==> src/rtl/prach_sched_pkg.sv <==
// prach_sched_pkg
//   Shared definitions for the PRACH channel scheduler:
//   - sched_state_e : scheduler FSM states (SCHED_IDLE until the first sync, then SCHED_RUN)
//   - CHN_W         : width of the channel tag presented to the reshape datapath
//   - LANES         : number of sample lanes per channel
//   - lane_t/sample_t : default 16-bit three-lane sample type
package prach_sched_pkg;

  typedef enum logic {
    SCHED_IDLE = 1'b0,
    SCHED_RUN  = 1'b1
  } sched_state_e;

  localparam int unsigned CHN_W  = 8;
  localparam int unsigned LANES  = 3;
  localparam int unsigned LANE_W = 16;

  typedef logic [LANE_W-1:0] lane_t;
  typedef lane_t [LANES-1:0] sample_t;

endpackage

==> src/rtl/prach_rr_arb.sv <==
// prach_rr_arb
//   Combinational round-robin priority select. Grants the first set bit of
//   req at or after ptr, scanning upward and wrapping NUM_CH-1 -> 0.
//   Ports:
//     req     in  NUM_CH  request vector
//     ptr     in  PW      starting index of the scan
//     gnt_v   out 1       a request was found
//     gnt_idx out PW      granted index (0 when gnt_v=0)
module prach_rr_arb #(
  parameter  int unsigned NUM_CH = 8,
  localparam int unsigned PW     = $clog2(NUM_CH)
) (
  input  logic [NUM_CH-1:0] req,
  input  logic [PW-1:0]     ptr,
  output logic              gnt_v,
  output logic [PW-1:0]     gnt_idx
);

  localparam logic [PW:0] NCH = (PW+1)'(NUM_CH);

  logic [PW:0] w_idx;

  always_comb begin
    gnt_v   = 1'b0;
    gnt_idx = '0;
    w_idx   = '0;
    for (int unsigned k = 0; k < NUM_CH; k++) begin
      w_idx = {1'b0, ptr} + (PW+1)'(k);
      if (w_idx >= NCH) w_idx = w_idx - NCH;
      if (!gnt_v && req[w_idx[PW-1:0]]) begin
        gnt_v   = 1'b1;
        gnt_idx = w_idx[PW-1:0];
      end
    end
  end

endmodule

==> src/rtl/prach_chn_sched.sv <==
// prach_chn_sched
//   Round-robin scheduler multiplexing NUM_CH three-lane sample streams onto
//   one shared datapath input. Each channel owns a one-deep holding register
//   behind a valid/ready handshake; one held sample is issued per cycle,
//   tagged with its channel number. sync_in re-arms the schedule, latches
//   ch_en and flushes held samples into the saturating drop counter.
//   Ports:
//     clk, rst            clock, synchronous active-high reset
//     ch_en     in  NUM_CH enable mask, sampled only on sync_in
//     req_dq    in  DW     per-channel three-lane sample
//     req_valid in  NUM_CH sample offered
//     req_ready out NUM_CH holding register free and channel active
//     sync_in   in  1      frame boundary pulse
//     dout_dq   out DW x3  granted sample
//     dout_dv   out 1      sample valid
//     dout_chn  out 8      granted channel index
//     sync_out  out 1      sync aligned to the first slot of the new frame
//     drop_cnt  out 16     saturating count of discarded samples
module prach_chn_sched
  import prach_sched_pkg::*;
#(
  parameter int unsigned NUM_CH = 8,
  parameter int unsigned DW     = 16
) (
  input  logic              clk,
  input  logic              rst,
  input  logic [NUM_CH-1:0] ch_en,
  input  logic [DW-1:0]     req_dq [NUM_CH][LANES],
  input  logic [NUM_CH-1:0] req_valid,
  output logic [NUM_CH-1:0] req_ready,
  input  logic              sync_in,
  output logic [DW-1:0]     dout_dq [LANES],
  output logic              dout_dv,
  output logic [CHN_W-1:0]  dout_chn,
  output logic              sync_out,
  output logic [15:0]       drop_cnt
);

  localparam int unsigned PW = $clog2(NUM_CH);

  sched_state_e               r_state;
  logic [NUM_CH-1:0]          r_en_active;
  logic [PW-1:0]              r_ptr;
  logic [NUM_CH-1:0]          r_hold_v;
  logic [LANES-1:0][DW-1:0]   r_hold_dq [NUM_CH];
  logic [LANES-1:0][DW-1:0]   r_dout_dq;
  logic                       r_dout_dv;
  logic [CHN_W-1:0]           r_dout_chn;
  logic                       r_sync_out;
  logic [15:0]                r_drop;

  logic                       w_run;
  logic [NUM_CH-1:0]          w_xfer;
  logic [NUM_CH-1:0]          w_elig;
  logic                       w_gnt_v;
  logic [PW-1:0]              w_gnt_idx;
  logic [NUM_CH-1:0]          w_gnt_mask;
  logic [PW-1:0]              w_ptr_next;
  logic [15:0]                w_drop_add;
  logic [16:0]                w_drop_sum;
  logic [15:0]                w_drop_next;

  assign w_run     = (r_state == SCHED_RUN);
  assign req_ready = {NUM_CH{w_run}} & r_en_active & ~r_hold_v;
  assign w_xfer    = req_valid & req_ready;
  assign w_elig    = {NUM_CH{w_run}} & r_hold_v & r_en_active;

  prach_rr_arb #(
    .NUM_CH (NUM_CH)
  ) u_arb (
    .req     (w_elig),
    .ptr     (r_ptr),
    .gnt_v   (w_gnt_v),
    .gnt_idx (w_gnt_idx)
  );

  assign w_gnt_mask = w_gnt_v ? (NUM_CH'(1) << w_gnt_idx) : '0;
  assign w_ptr_next = (w_gnt_idx == PW'(NUM_CH-1)) ? '0 : w_gnt_idx + PW'(1);

  // Samples lost on a sync: everything held plus anything accepted that same cycle.
  always_comb begin
    w_drop_add = '0;
    for (int unsigned i = 0; i < NUM_CH; i++) begin
      w_drop_add = w_drop_add + 16'(r_hold_v[i]) + 16'(w_xfer[i]);
    end
    w_drop_sum  = {1'b0, r_drop} + {1'b0, w_drop_add};
    w_drop_next = w_drop_sum[16] ? '1 : w_drop_sum[15:0];
  end

  always_ff @(posedge clk) begin
    if (rst) begin
      r_state     <= SCHED_IDLE;
      r_en_active <= '0;
      r_ptr       <= '0;
      r_hold_v    <= '0;
      r_dout_dq   <= '0;
      r_dout_dv   <= 1'b0;
      r_dout_chn  <= '0;
      r_sync_out  <= 1'b0;
      r_drop      <= '0;
      for (int unsigned i = 0; i < NUM_CH; i++) r_hold_dq[i] <= '0;
    end else begin
      r_sync_out <= sync_in;
      for (int unsigned i = 0; i < NUM_CH; i++) begin
        if (w_xfer[i]) begin
          for (int unsigned k = 0; k < LANES; k++) r_hold_dq[i][k] <= req_dq[i][k];
        end
      end
      if (sync_in) begin
        r_state     <= SCHED_RUN;
        r_en_active <= ch_en;
        r_ptr       <= '0;
        r_hold_v    <= '0;
        r_dout_dv   <= 1'b0;
        r_drop      <= w_drop_next;
      end else begin
        // ready excludes held channels, so a set and a grant-clear never hit the same bit
        r_hold_v  <= (r_hold_v | w_xfer) & ~w_gnt_mask;
        r_dout_dv <= w_gnt_v;
        if (w_gnt_v) begin
          r_dout_dq  <= r_hold_dq[w_gnt_idx];
          r_dout_chn <= CHN_W'(w_gnt_idx);
          r_ptr      <= w_ptr_next;
        end
      end
    end
  end

  always_comb begin
    for (int unsigned k = 0; k < LANES; k++) dout_dq[k] = r_dout_dq[k];
  end

  assign dout_dv  = r_dout_dv;
  assign dout_chn = r_dout_chn;
  assign sync_out = r_sync_out;
  assign drop_cnt = r_drop;

endmodule

==> config.mk <==
export PLATFORM = sky130hd
export DESIGN_NAME = prach_chn_sched
export DESIGN_NICKNAME = d
export VERILOG_FILES = /design/src/rtl/prach_sched_pkg.sv /design/src/rtl/prach_rr_arb.sv /design/src/rtl/prach_chn_sched.sv
export SDC_FILE = /design/constraint.sdc
export NUM_CORES = 1
export LEC_CHECK = 0
export ABC_AREA = 0
export CAP_MARGIN = 30
export CORE_MARGIN = 2
export CORE_UTILIZATION = 52
export DETAILED_ROUTE_END_ITERATION = 8
export PLACE_DENSITY = 0.81
export SLEW_MARGIN = 20
export SYNTH_ARGS = -nofsm -noshare
export SYNTH_HDL_FRONTEND = slang
export SYNTH_SLANG_ARGS = --single-unit
==> constraint.sdc <==
create_clock -name clk -period 5.7 [get_ports clk]
set_clock_uncertainty 0.1 [all_clocks]
set_input_delay 1.425 -clock clk [delete_from_list [all_inputs] [get_ports clk]]
set_output_delay 1.425 -clock clk [all_outputs]
set_load 0.02 [all_outputs]
; ---- After elaboration in Yosys (flattened, before gate mapping)
; Memories as Yosys holds them, arrays and structs flattened. A register that Yosys moved wholly into a read port is not among the register bits.
; Index checks and enable logic that the tools add are counted.
[classes]
add_sub_neg = 32
order_cmp = 16
eq_ne = 1
shift = 1
mux = 93
bitwise_logic = 34
reduce_logical = 16
[op_table]
columns = op, count
row1 = 16-bit 2-to-1 mux, 25
row2 = 3-bit 2-to-1 mux, 17
row3 = 8-bit bitwise AND, 6
row4 = 1-bit 2-to-1 mux, 42
row5 = 3-bit by 4-bit < comparator with 1-bit output (second input constant), 8
row6 = 4-bit >= comparator (second input constant), 7
row7 = 1-bit binary-select mux with 3-bit select, 8
row8 = 1-bit bitwise OR, 24
row9 = 3-bit by 1-bit subtractor with 3-bit output (second input constant), 8
row10 = 16-bit by 16-bit adder with 17-bit output, 1
row11 = 15-bit by 1-bit adder with 16-bit output, 1
row12 = 3-bit by 3-bit adder with 4-bit output (second input constant), 4
row13 = 8-bit NOT, 2
row14 = 14-bit by 1-bit adder with 15-bit output, 1
row15 = 13-bit by 1-bit adder with 14-bit output, 1
row16 = 12-bit by 1-bit adder with 13-bit output, 1
row17 = 11-bit by 1-bit adder with 12-bit output, 1
row18 = 10-bit by 1-bit adder with 11-bit output, 1
row19 = 9-bit by 1-bit adder with 10-bit output, 1
row20 = 8-bit by 1-bit adder with 9-bit output, 1
row21 = 3-bit by 2-bit adder with 4-bit output (second input constant), 2
row22 = 7-bit by 1-bit adder with 8-bit output, 1
row23 = 8-bit 2-to-1 mux, 1
row24 = 8-bit bitwise OR, 1
row25 = 16 further kinds, 28
[word_totals]
regBits = 41
ramBits = 384
in_bits = 403
word_cells = 202
memories = 1
[mem_list]
columns = memory, words, word_bits, read_ports, rd_clocked_by_memory_dff, wr, line
row1 = r_hold_dq, 8, 48, 1, 1, 8, prach_chn_sched.sv:45  ; logic [LANES-1:0][DW-1:0] r_hold_dq [NUM_CH];

; ---- Depth between registers and ports, before layout
; Gate-level depths: netlist of the first run.
[logic_depth]
ltp_word = 30
depth_mapped = 22
ltp_nobuf = 20

; ---- Hierarchy
; Synthesis of the first run repeated with hierarchy kept, for this count alone.
[hier_totals]
cells_unflattened = 1583
area_unflattened_um2 = 21703.3
[by_module_without_submodules]
columns = module, instances, cells_per_inst, area_per_inst_um2, seq_area_each_um2
row1 = prach_chn_sched, 1, 1483, 20886.3, 13312.8
row2 = prach_rr_arb, 1, 100, 817.0, 0.0

; ---- Worst setup path after synthesis of the first run
; No wires, ideal clock.
[synth_path]
path_kind = input port to flip-flop
start = in req_valid[6]
end = reg r_drop[10], in the netlist drop_cnt[10]
arrival_ps = 5149
slack_ps = 318
stages = 16
n_path_buf = 1
cell_sequence = nand2_1 -> fa_1 -> fa_1 -> fa_1 -> fa_1 -> fa_1 -> inv_1 -> fa_1 -> a21o_1 -> a21oi_1 -> inv_1 -> a21oi_1 -> nand2b_1 -> or3_1 -> clkbuf_1 -> a21oi_1
[synth_between]
elab_chain_cells = 6
[synth_lines]
columns = element, line
row1 = from (decl), prach_chn_sched.sv:29  ; input logic [NUM_CH-1:0] req_valid,
row2 = 8-bit bitwise AND, prach_chn_sched.sv:65  ; assign w_xfer = req_valid & req_ready;
row3 = 13-bit by 1-bit adder with 14-bit output, prach_chn_sched.sv:84  ; w_drop_add = w_drop_add + 16'(r_hold_v[i]) + 16'(w_xfer[i]);
row4 = 14-bit by 1-bit adder with 15-bit output, prach_chn_sched.sv:84
row5 = 15-bit by 1-bit adder with 16-bit output, prach_chn_sched.sv:84
row6 = 16-bit by 16-bit adder with 17-bit output, prach_chn_sched.sv:86  ; w_drop_sum = {1'b0, r_drop} + {1'b0, w_drop_add};
row7 = 16-bit 2-to-1 mux, prach_chn_sched.sv:87  ; w_drop_next = w_drop_sum[16] ? '1 : w_drop_sum[15:0];
row8 = to (signal assigned), prach_chn_sched.sv:115  ; r_drop <= w_drop_next;
row9 = to (decl), prach_chn_sched.sv:50  ; logic [15:0] r_drop;
; Every way passes these cells.
; A chain may end at the register's enable or synchronous reset.

; ---- Worst setup path in the final report of the first run
[layout_path]
start = in req_valid[6]
end = reg r_drop[14], in the netlist drop_cnt[14]
; The elaborated chain is that of the path after synthesis.

==> results.toml, run 1 <==
[die]
die_area_sq_um = 46700
die_w_um = 216
core_sq_um = 44300
dieHeight_um = 216
start_util = 0.528
rows = 77
ioPinCount = 485

[route]
vias_per_cell = 6.18
wl_met3_um = 7130
remaining_drc_errors = 0
highest_layer = "met5"
avgRoutedWirePerCell_um = 25.4
met1_length_um = 29700
vias = 18971
drtIter0Drc = 2444
routed_wl_um = 78000
drtAntennaViolNets = 0
routed-wl-met2_um = 38100
drtPass1Iterations = 6

[place]
gp_congestion = 0.915
port_buffers = 479
placedCellCount = 2970
dp_hpwl_um = 50700

[outcome]
status = "finished clean"

[synthesis]
avgSynthCellArea_sq_um = 11.6
synthTopCellsByArea = "edfxtp_1 (49%), and2_1 (8.0%), dfxtp_1 (7.6%)"
yosys_warnings = 0
synth_top_area_cell = "edfxtp_1"
synth_top_area_share = 0.493
ys_seq_elements = 473
ys_seq_area_frac = 0.569
synth_area_sq_um = 23400
synth-async-reset-ratio = 0
netlist_instances = 2026
synth_cell_type_count = 72
synth_edf_count = 384
ys.flop_type = "edfxtp_1"

[critical_path]
cp_slowest_stage_delay_ns = 0.59
cp_cell_sequence = "clkdlybuf4s50_1, nand2_1, fa_1, fa_1, fa_1, fa_1, fa_1, inv_1, fa_1, a21o_1, a21oi_1, inv_1, a21oi_2, nand2b_1, nor2_1, nand3_1, nor3b_1, nor3_1"
path_common_cell = "fa_1"
crit_arrival_ns = 5.77
worst-path-max-fanout = 4
crit_buf_inv = 3
cpMaxStageDelayCell = "fa_1"
criticalPathCategory = "in -> reg"
startpoint_type = "input pin"
cpLargestDelayFamily = "adder cells"
endpoint_kind = "register"
cp.required_ns = 6.03

[finish]
synthToLayoutAreaGrowth_pct = 29.7
final_cells = 3071
fin_nets = 2861
layout_common_cells = "clkdlybuf4s50_1 (478), edfxtp_1 (384), and2_1 (300)"
drive_gt1_frac = 0.0863
layout_commonest_cell = "clkdlybuf4s50_1"

[clock_network]
clockRootBuffer = "clkbuf_16"
cts.path.max_buffers = 3
insertion_delay_ns = 0.59
tritoncts = "yes"
cts_buffers = 49
clkTransAtPathRegs_ns = 0.06
cts_num_sinks = 473
htreeDepth = 2
ctsHoldBuffers = 0

[global_route]
antenna_found_initial = 12
grt_usage = 0.325
grt_pass1_wl_um = 115000
first_global_vias = 18622
grt_overflow = 0
grt_max_degree = 142

[timing]
fmax_ghz = 0.184
worst_pin_slew_ns = 0.974
hold_viol = 0
maxSlewHeadroom = 0.350
finalSetupViolations = 0
drv_slew = 0
period_needed_ns = 5.45
timing.final.crit_share = 0.956

[power_and_ir_drop]
leakage_nw = 11.0
p_per_area_nw_per_um2 = 317
power_mw = 9.61
ir_drop_v = 0.000247

[run]
cap_violations = 0

[min_path]
hold_path.class = "reg -> reg"
area by class of cell:
class | instances | area, sq um
inverter | 77 | 289
clock buffer | 67 | 1340
timing repair buffer | 527 | 5320
clock inverter | 23 | 231
fill | 3197 | 14000
tap | 592 | 741
antenna | 10 | 25.0
sequential | 473 | 13300
multi-input combinational | 1302 | 9090
power by group:
group	switching, mW	internal (mW)
registers	0.125	3.97
clock network	1.37	1.84
logic	1.37	0.946
total	2.86	6.75
registers in the layout (all words and copies together) (netlist names):
signal       count
sync_out         1
dout_dq         48
drop_cnt        16
r_ptr            3
r_state          1
r_en_active      8
dout_dv          1
dout_chn         3
r_hold_v         8
r_hold_dq      384
worst min-delay path, cell delays in order (launching register included):
cell and delay [ns]:
dfxtp_1 0.31, nor2_1 0.11, nor3_1 0.05
cell families (layout without fill, tap and decap cells):
kind of cell,after synthesis,count (layout),synth area share
AO/OA/AOI/OAI,472,472,0.160
XOR/XNOR,14,14,0.00556
adder cells (fa/ha/maj),28,28,0.0188
buffers and inverters,255,694,0.0505
flip-flops,473,473,0.569
multiplexers,20,20,0.0134
other,1,15,0.000160
AND/OR/NAND/NOR,763,763,0.183
per-layer routing:
layer	up-vias	GRT usage
met2	1234	0.540
met3	198	0.0543
met4	8	0.135
met1	9304	0.425
li1	8227	-
met5	-	0
metrics by stage:
stage | setup slack (ns) | utilization | hold slack, ns | instance area [sq um] | TNS (ns)
final | 0.253 | 0.685 | 0.408 | 30400 | 0
after global routing | -0.0551 | 0.685 | 0.438 | 30300 | -0.0551
after CTS | 0.131 | 0.683 | 0.411 | 30300 | 0
after detailed placement | -0.465 | 0.648 | 0.400 | 28700 | -5.90
after global placement | -0.413 | 0.646 | 0.381 | 28600 | -5.41
after floorplan | 0.318 | - | 0.389 | 23400 | 0
timing repair:
item / in CTS / in global routing
resized for setup: 0 / 2
setup endpoints to repair: 0 / 11
setup buffers: 0 / 0
final timing paths:
kind	end	slack (ns)	cells past startpoint	start
setup / recovery	drop_cnt[14]$_SDFFE_PP0P_	0.25	18	req_valid[6]
hold / removal	dout_chn[2]$_SDFFE_PP0P_	0.41	2	dout_chn[2]$_SDFFE_PP0P_
setup reg to reg	dout_dq[39]$_SDFFE_PP0P_	0.51	13	r_ptr[0]$_SDFFE_PP0P_
hold reg to reg	dout_chn[2]$_SDFFE_PP0P_	0.41	2	dout_chn[2]$_SDFFE_PP0P_
synthesized netlist by cell type, types with 3 or more instances:
library cell	instances
a2111oi_2	46
a211oi_1	55
a21o_1	52
a21oi_1	24
a221oi_1	3
a311oi_1	6
a32o_1	46
and2_1	301
and3_1	58
buf_1	7
buf_2	26
buf_4	19
buf_6	16
clkbuf_1	110
dfxtp_1	89
edfxtp_1	384
fa_1	12
ha_1	16
inv_1	74
mux2i_1	10
mux4_2	9
nand2_1	51
nand2b_1	13
nand3_1	109
nand4_1	5
nor2_1	102
nor2b_1	100
nor3_1	4
nor3b_1	3
o211ai_1	5
o21a_1	3
o21ai_0	124
o21ai_1	28
o22ai_1	11
o311a_1	47
or2_2	3
xnor2_1	4
xor2_1	9
Note: power is estimated with default switching activity, not from simulation.
==> inputs of run 2 (changes only) <==
--- a/config.mk
+++ b/config.mk
@@ -10,6 +10,7 @@
 export CORE_MARGIN = 2
 export CORE_UTILIZATION = 52
 export DETAILED_ROUTE_END_ITERATION = 8
+export HOLD_SLACK_MARGIN = 0.15
 export PLACE_DENSITY = 0.81
 export SLEW_MARGIN = 20
 export SYNTH_ARGS = -nofsm -noshare
==> results of run 2 <==
Same layout as run 1: the final DEF is identical, and so are final timing and power.
